[src/rtl/ahb_ram_bridge.sv]
// ahb_ram_bridge: AHB-Lite slave that owns the port of a single-port,
// 1-cycle registered-read word SRAM. Byte/halfword writes become masked word
// writes. Reads are zero-wait. A read whose address phase lands on a write
// data phase is delayed by one wait state, because both need the RAM port.
module ahb_ram_bridge #(
  parameter int ADDR_W = 13
) (
  input  logic              HCLK,
  input  logic              HRESET,
  input  logic              HSEL,
  input  logic [31:0]       HADDR,
  input  logic [1:0]        HTRANS,
  input  logic              HWRITE,
  input  logic [2:0]        HSIZE,
  input  logic [31:0]       HWDATA,
  input  logic              HREADY,
  output logic [31:0]       HRDATA,
  output logic              HREADYOUT,
  output logic              HRESP,
  output logic              ram_cs,
  output logic              ram_we,
  output logic [ADDR_W-1:0] ram_addr,
  output logic [31:0]       ram_wmask,
  output logic [31:0]       ram_wdata,
  input  logic [31:0]       ram_rdata
);

  typedef enum logic [2:0] {
    ST_IDLE    = 3'd0,
    ST_RD      = 3'd1,
    ST_WR      = 3'd2,
    ST_RDSTALL = 3'd3,
    ST_ERR1    = 3'd4,
    ST_ERR2    = 3'd5
  } state_t;

  // Flags an illegal size or a misaligned half/word access.
  function automatic logic size_align_err(input logic [2:0] size, input logic [1:0] lsb);
    logic err;
    case (size)
      3'd0:    err = 1'b0;
      3'd1:    err = lsb[0];
      3'd2:    err = (lsb != 2'b00);
      default: err = 1'b1;
    endcase
    return err;
  endfunction

  // Builds the per-bit keep mask: 0 on bits of the enabled byte lanes.
  function automatic logic [31:0] lane_keep_mask(input logic [1:0] size, input logic [1:0] lsb);
    logic [3:0] en;
    case (size)
      2'd0:    en = 4'b0001 << lsb;
      2'd1:    en = lsb[1] ? 4'b1100 : 4'b0011;
      2'd2:    en = 4'b1111;
      default: en = 4'b0000;
    endcase
    return ~{{8{en[3]}}, {8{en[2]}}, {8{en[1]}}, {8{en[0]}}};
  endfunction

  state_t              r_state;
  state_t              w_next_state;
  logic [ADDR_W-1:0]   r_addr;
  logic [1:0]          r_wsize;
  logic [1:0]          r_wlsb;
  logic                r_hreadyout;
  logic                r_hresp;
  logic                r_rd_phase;

  logic                w_can_accept;
  logic                w_acc;
  logic                w_err;
  logic                w_rd_acc;
  logic                w_unused_haddr;

  // Upper address bits alias the window and are deliberately ignored.
  assign w_unused_haddr = ^HADDR[31:ADDR_W+2];

  // ERR1 and RDSTALL hold HREADYOUT low, so nothing can be accepted there.
  assign w_can_accept = (r_state != ST_ERR1) && (r_state != ST_RDSTALL);
  assign w_acc        = HSEL & HTRANS[1] & HREADY & w_can_accept;
  assign w_err        = size_align_err(HSIZE, HADDR[1:0]);
  // Read that can use the RAM port right away in its address phase.
  assign w_rd_acc     = w_acc & ~w_err & ~HWRITE & (r_state != ST_WR);

  // Next-state decode for the data-phase FSM.
  always_comb begin
    w_next_state = ST_IDLE;
    case (r_state)
      ST_ERR1:    w_next_state = ST_ERR2;
      ST_RDSTALL: w_next_state = ST_RD;
      ST_IDLE, ST_RD, ST_WR, ST_ERR2: begin
        if (w_acc) begin
          if (w_err) begin
            w_next_state = ST_ERR1;
          end else if (HWRITE) begin
            w_next_state = ST_WR;
          end else if (r_state == ST_WR) begin
            w_next_state = ST_RDSTALL;
          end else begin
            w_next_state = ST_RD;
          end
        end else begin
          w_next_state = ST_IDLE;
        end
      end
      default:    w_next_state = ST_IDLE;
    endcase
  end

  // State register.
  always_ff @(posedge HCLK) begin
    if (HRESET) begin
      r_state <= ST_IDLE;
    end else begin
      r_state <= w_next_state;
    end
  end

  // Captures the word address of any good transfer (used by WR and RDSTALL)
  // and the size/byte offset of writes for the lane mask.
  always_ff @(posedge HCLK) begin
    if (HRESET) begin
      r_addr  <= {ADDR_W{1'b0}};
      r_wsize <= 2'b00;
      r_wlsb  <= 2'b00;
    end else if (w_acc && !w_err) begin
      r_addr <= HADDR[ADDR_W+1:2];
      if (HWRITE) begin
        r_wsize <= HSIZE[1:0];
        r_wlsb  <= HADDR[1:0];
      end
    end
  end

  // Bus response flags, registered from the state being entered.
  always_ff @(posedge HCLK) begin
    if (HRESET) begin
      r_hreadyout <= 1'b1;
      r_hresp     <= 1'b0;
      r_rd_phase  <= 1'b0;
    end else begin
      r_hreadyout <= (w_next_state != ST_RDSTALL) && (w_next_state != ST_ERR1);
      r_hresp     <= (w_next_state == ST_ERR1) || (w_next_state == ST_ERR2);
      r_rd_phase  <= (w_next_state == ST_RD);
    end
  end

  assign HREADYOUT = r_hreadyout;
  assign HRESP     = r_hresp;
  assign HRDATA    = r_rd_phase ? ram_rdata : 32'h0000_0000;
  assign ram_wdata = HWDATA;

  // RAM port arbitration: a pending write data phase wins, then a stalled
  // read, then a read in its own address phase. Reset gates all strobes.
  always_comb begin
    ram_cs    = 1'b0;
    ram_we    = 1'b0;
    ram_addr  = HADDR[ADDR_W+1:2];
    ram_wmask = 32'hFFFF_FFFF;
    if (HRESET) begin
      ram_cs = 1'b0;
      ram_we = 1'b0;
    end else if (r_state == ST_WR) begin
      ram_cs    = 1'b1;
      ram_we    = 1'b1;
      ram_addr  = r_addr;
      ram_wmask = lane_keep_mask(r_wsize, r_wlsb);
    end else if (r_state == ST_RDSTALL) begin
      ram_cs   = 1'b1;
      ram_addr = r_addr;
    end else if (w_rd_acc) begin
      ram_cs   = 1'b1;
      ram_addr = HADDR[ADDR_W+1:2];
    end else begin
      ram_cs = 1'b0;
      ram_we = 1'b0;
    end
  end

endmodule

[config.mk]
export PLATFORM = sky130hd
export DESIGN_NAME = ahb_ram_bridge
export DESIGN_NICKNAME = d
export VERILOG_FILES = /design/src/rtl/ahb_ram_bridge.sv
export SDC_FILE = /design/constraint.sdc
export NUM_CORES = 1
export LEC_CHECK = 0
export ABC_AREA = 0
export CAP_MARGIN = 20
export CORE_MARGIN = 10
export CORE_UTILIZATION = 28
export CTS_BUF_LIST = sky130_fd_sc_hd__clkbuf_8
export DETAILED_ROUTE_END_ITERATION = 12
export PLACE_DENSITY = 0.82
export SYNTH_ARGS = -nofsm -noshare
export SYNTH_HDL_FRONTEND = slang
export SYNTH_SLANG_ARGS = --single-unit
[constraint.sdc]
create_clock -name HCLK -period 2 [get_ports HCLK]
set_clock_uncertainty 0.1 [all_clocks]
set_input_delay 0.2 -clock HCLK [delete_from_list [all_inputs] [get_ports HCLK]]
set_output_delay 0.2 -clock HCLK [all_outputs]
set_load 0.02 [all_outputs]
==> metrics.txt, run 1 <==
Area contributors post-synth dfxtp_1 24%, buf_4 23%, and2_1 10%; measured slew at the worst slew-check pin 0.4551 ns; Max VDD drop 0.2532 mV; setup TNS 0 ns; crit path max fanout 8; FP Rows 30; Final Hold Slack around 0.3 ns; core box area approximately 0.0068 sq mm; switching share of power approximately a quarter; Routed wire per std cell ~17 um; Synth Register Bits 23; CP endpoint kind output pin; Fin. Hold Viols 0; clock root buffer clkbuf_8; Distinct cells, synth 35; combinational fraction of design power 25.6%; synthesized cell area ~0.0019 sq mm; global-route wire length before repair just under 10 mm; Post-Syn Instances approximately 240; Max Cap Viol 0; # setup viols final 0; unrepaired setup endpoints after global routing yes; dpl cells a little under 400; Flop pwr share a little under half; Pint approximately 0.76 mW; hold path cells 0; sequential-to-total area share from yosys stat a little under a quarter; Startpoint Class flop; H-Tree Depth 1; pre-CTS setup slack -0.4701 ns; clock network power share between 20 and 30%; Leak between 1 and 1.5 nW; Layout Nets 431; Final period util between 90 and 100%; Layout area overhead 52.43%; share of layout cells above drive strength 1 ~26%; Post-synth EDFFs 0; initial drt markers 73; Crit Path Class flop to output pin; number of port buffers 136; cts hold-fix bufs 0; worst hold path type input port to output pin; max-slew violations 0; Diodes inserted 0; Die Span X between 100 and 150 um; FF/Latch Area approximately 460 sq um; ys flop type dfxtp_1; clock slew at reported path FFs 0.09 ns; CP Data Arrival Time 1.69 ns; drt pass-1 iters 4; Reg2Reg Depth 6; TritonCTS buffer count 3; placed instance area ~0.0030 sq mm; TritonCTS clock tree yes; clk_lat worst skew between 0.2 and 0.3 ns; Net Sw Power roughly 0.27 mW; pwr dens 350.8 mW/mm^2; Synth Net Count 341; Avg Cell Area, Syn 8.215 sq um; GPL Wtd Cong around 0.84; Num Clock Sinks 23; Routed WL 6.865 mm; pin count of the biggest net entering global routing 36; Multi-input gate area 988.4 sq um; final instance area approximately 0.0029 sq mm; die height approximately 100 um; DRC violations left 0; total power 1.032 mW; Final Critical Period roughly 2.0 ns; Yosys top cell area share between 20% and 30%; I/O Pins 219; non-filler cells, final a little over 400; fillers roughly 650; gr ovfl total 0; Setup WS post-layout ~0.0061 ns; initial antenna violation count 0; Final HPWL DP approximately 5.7 mm; Starting Density between 20 and 30%; Peak Freq between 0.5 and 0.6 GHz; Final Core Density 43.56%; Overall Global Routing Usage 11.46%; number of vias per cell 4.458; WP data required 1.70 ns; status finished, final reports clean; Yosys warning total 0; ys async rst share 0%; Clock Tree Buf Depth 2; Rel. slew slack about 70%; number of global-route vias before repair about 1800; Commonest cells post-synth 60 x buf_4, 36 x nand2_1, 32 x and2_1; die area between 0.01 and 0.015 sq mm; Routed Antenna Nets 0; vias between 1500 and 2000; top-count cell post-synth buf_4; dominant cell type by area after synthesis dfxtp_1
flip-flops by register name, summed over array words and instances (netlist names):
register    flops
HREADYOUT       1
r_wlsb          2
r_rd_phase      1
r_state         3
HRESP           1
r_wsize         2
r_addr         13
worst paths after layout:
check	from	end	slack, ns
worst min register to register	r_addr[4]$_SDFFE_PP0N_	r_addr[4]$_SDFFE_PP0N_	0.36
worst max-delay path	r_state[2]$_SDFF_PP0_	ram_wmask[7]	0.006
worst min-delay path	HWDATA[14]	ram_wdata[14]	0.30
worst max register to register	r_state[2]$_SDFF_PP0_	r_state[1]$_SDFF_PP0_	0.26
power by group through the flow:
| stage | combinational [mW] | clock, mW | sequential (mW) |
|---|---|---|---|
| after CTS | 0.277 | 0.298 | 0.475 |
| after global routing | 0.285 | 0.321 | 0.476 |
| after global placement | 0.275 | 0 | 0.484 |
| after floorplan | 0.192 | 0 | 0.484 |
| after detailed placement | 0.280 | 0 | 0.484 |
| final | 0.265 | 0.293 | 0.475 |
worst max-delay path, stage by stage (launching register included):
cell and delay (ns):
dfxtp_2 0.35, nor3b_4 0.22, nor2b_4 0.20, a21boi_4 0.25
buf_6 0.13, o21ai_4 0.08, buf_2 0.19
layout by cell type (no fill, tap or decap), drive strengths merged:
| cell type | Yosys | routed |
|---|---|---|
| o2111ai | 1 | 1 |
| a21o | 2 | 2 |
| clkbuf | 6 | 3 |
| buf | 66 | 67 |
| dlymetal6s2s | 0 | 3 |
| nor4bb | 1 | 1 |
| a31o | 1 | 1 |
| nor2b | 4 | 4 |
| o21bai | 2 | 2 |
| a21boi | 2 | 2 |
| and3 | 1 | 1 |
| clkdlybuf4s50 | 0 | 86 |
| nand2 | 36 | 36 |
| mux2i | 18 | 18 |
| and2 | 32 | 32 |
| o41ai | 2 | 2 |
| nor3b | 2 | 2 |
| inv | 3 | 4 |
| dfxtp | 23 | 23 |
| or3 | 1 | 1 |
| nor2 | 4 | 4 |
| nor4 | 2 | 2 |
| dlygate4sd2 | 0 | 1 |
| nand3 | 1 | 1 |
| nor3 | 4 | 4 |
| o21ai | 5 | 5 |
| a221oi | 1 | 1 |
| mux2 | 13 | 13 |
| a21oi | 2 | 2 |
routing by layer:
layer	share of wire (%)	vias to the layer above	track usage, %	routed length, um
met4	0.32	0	1.497	22
met2	50	115	22.14	3402
met1	37	798	11.01	2539
met3	13	4	5.295	900
met5	0	-	0	0
li1	-	884	-	-
timing repair:
action / in CTS / in global routing
resized for setup: 183 / 25
endpoints found under the setup margin: 47 / 49
setup buffers: 1 / 2
cloned: 0 / 1
pin swaps: 1 / 1
area by class of cell:
| type | instances | share of cell area [%] |
|---|---|---|
| clock buffer | 3 | 1.403 |
| clock inverter | 1 | 0.1276 |
| inverter | 3 | 0.3827 |
| multi-input combinational | 137 | 33.59 |
| sequential | 23 | 15.73 |
| tap | 80 | 3.401 |
| timing repair buffer | 157 | 45.37 |
cell families after synthesis:
| kind of cell | Yosys count | share of synthesized area, % |
|---|---|---|
| DFF | 23 | 23.85 |
| muxes | 31 | 16.91 |
| and+or+nand+nor | 88 | 24.82 |
| buffers and inverters | 75 | 27.61 |
| AOI/OAI and AO/OA | 18 | 6.805 |
No activity file was read; power rests on OpenSTA's default activity.
==> inputs of run 2 (changes only) <==
--- a/config.mk
+++ b/config.mk
@@ -12,6 +12,7 @@
 export CTS_BUF_LIST = sky130_fd_sc_hd__clkbuf_8
 export DETAILED_ROUTE_END_ITERATION = 12
 export PLACE_DENSITY = 0.82
+export REMOVE_ABC_BUFFERS = 1
 export SYNTH_ARGS = -nofsm -noshare
 export SYNTH_HDL_FRONTEND = slang
 export SYNTH_SLANG_ARGS = --single-unit
==> metrics.txt, run 2 (synthesis gave the netlist of run 1 again) <==
status finished, final reports clean; number of port buffers 136; clk_lat worst skew approximately 0.26 ns; cells along the critical path nor3b_4 -> nor2b_4 -> a21boi_4 -> buf_6 -> o21ai_4 -> buf_4; Startpoint Class flop; Slowest Stage Delay on Critical Path ~0.35 ns; Starting Density 28.57%; H-Tree Depth 1; CP bufs+invs 2; # setup viols final 0; crit path max fanout 8; number of global-route vias before repair between 1500 and 2000; Layout Nets ~430; Fin. Hold Viols 0; FF/Latch Area around 460 sq um; number of vias per cell about 4.6; measured slew at the worst slew-check pin 0.5414 ns; cts hold-fix bufs 0; die height between 100 and 150 um; Overall Global Routing Usage 12.73%; TritonCTS buffer count 3; Rel. slew slack between 60% and 70%; Reg with most FFs r_addr; Crit Path Class flop to output pin; slowest cell on the critical path dfxtp_2; max reg flops 13; commonest non-fill, non-tap cell in the layout clkdlybuf4s50_1; CP Data Arrival Time 1.68 ns; HP Start HWDATA[15]; Clock Tree Buf Depth 2; die area ~0.011 sq mm; Diodes inserted 0; Final HPWL DP roughly 6 mm; Routed Antenna Nets 0; Layout area overhead 62.22%; clock network power share between 20% and 30%; initial drt markers 38; combinational fraction of design power between 20% and 30%; WP data required ~1.7 ns; drt pass-1 iters 4; Critical Path Source r_state[1]$_SDFF_PP0_; Routed wire per std cell 18.52 um; initial antenna violation count 0; pin count of the biggest net entering global routing 33; clock root buffer clkbuf_8; placed instance area around 0.0030 sq mm; Max VDD drop between 0.4 and 0.5 mV; Final period util a little over nine tenths; Final Critical Period roughly 2 ns; DRC violations left 0; gr ovfl total 0; Net Sw Power 0.2685 mW; share of layout cells above drive strength 1 a little over a quarter; pwr dens 329.6 mW/mm^2; Routed WL ~7.5 mm; final instance area 0.003132 sq mm; commonest non-fill, non-tap cells in the layout 88 x clkdlybuf4s50_1, 36 x nand2_1, 32 x and2_1; RR Startpoint r_state[2]$_SDFF_PP0_; Pint 0.7636 mW; Flop pwr share ~46%; I/O Pins ~220; routed length on met1 ~2.8 mm; WL met3 ~1.5 mm; Num Clock Sinks 23; max-slew violations 0; delay-heaviest family, CP simple AND/OR/NAND/NOR gates; clock slew at reported path FFs approximately 0.08 ns; Multi-input gate area roughly 0.001 sq mm; worst hold path type input port to output pin; metal2 WL between 3 and 4 mm; core box area 0.006756 sq mm; Max Cap Viol 0; Peak Freq between 0.5 and 0.6 GHz; unrepaired setup endpoints after global routing yes; top sig layer met4; vias roughly 1900; fillers roughly 650; Leak ~1.2 nW; total power 1.032 mW; CP endpoint kind output pin; switching share of power around a quarter; Final Core Density between 40% and 50%; Die Span X a little over 100 um; GPL Wtd Cong 0.7858; top flop regs r_addr: 13 flops, r_state: 3 flops; FP Rows 30; TritonCTS clock tree yes; global-route wire length before repair around 10 mm
==> run 2: cell types whose count changed in the layout (fill, tap and decap cells not counted) <==
cell,delta
clkinvlp_4,+1
buf_4,+9
buf_2,-30
o21ai_2,-2
dlymetal6s2s_1,-3
buf_6,+24
inv_1,-1
clkdlybuf4s50_1,+2
o21ai_4,+2
==> run 2: worst paths after layout <==
| check | to | slack, ns | cells past startpoint |
|---|---|---|---|
| setup / recovery | ram_wmask[25] | 0.02 | 6 |
| hold / removal | ram_wdata[15] | 0.30 | 0 |
| setup reg to reg | r_state[1]$_SDFF_PP0_ | 0.27 | 6 |
| hold reg to reg | r_addr[4]$_SDFFE_PP0N_ | 0.36 | 2 |
==> run 2: through the flow <==
step           hold slack, ns  setup TNS, ns  cells  setup slack (ns)
2_1_floorplan          0.1757         -35.64    163            -1.114
3_3_place_gp           0.3006         -18.38    395           -0.4846
3_5_place_dp           0.3006         -20.06    395           -0.5226
4_1_cts                0.3006         -1.579    404          -0.05941
5_1_grt                0.3002         -2.329    406          -0.09293
6_report               0.3003              0    406           0.02426
==> run 2: final cells by class <==
type	count	area share, %
Timing Repair Buffer	159	48.06
Tap cell	80	3.196
Inverter	3	0.3596
Clock inverter	1	0.2397
Clock buffer	3	1.318
Multi-Input combinational cell	137	32.04
Sequential cell	23	14.78
==> run 2: layer usage <==
metal | vias up | GRT usage [%]
met5 | - | 2.551
met4 | 0 | 1.711
met3 | 6 | 10.72
met2 | 150 | 19.21
met1 | 831 | 13.51
li1 | 889 | -
==> run 2: repair_timing <==
| action | CTS | global route |
|---|---|---|
| gates cloned | 1 | 0 |
| buffers inserted | 4 | 2 |
| resized for setup | 243 | 19 |
| endpoints found under the setup margin | 46 | 44 |
| pin swaps | 1 | 1 |
==> run 2: power groups by stage <==
stage | logic [mW] | registers [mW] | clock network [mW]
after floorplan | 0.0802 | 0.490 | 0
after global placement | 0.269 | 0.483 | 0
after detailed placement | 0.272 | 0.483 | 0
after CTS | 0.267 | 0.475 | 0.314
after global routing | 0.280 | 0.476 | 0.335
final | 0.258 | 0.475 | 0.299
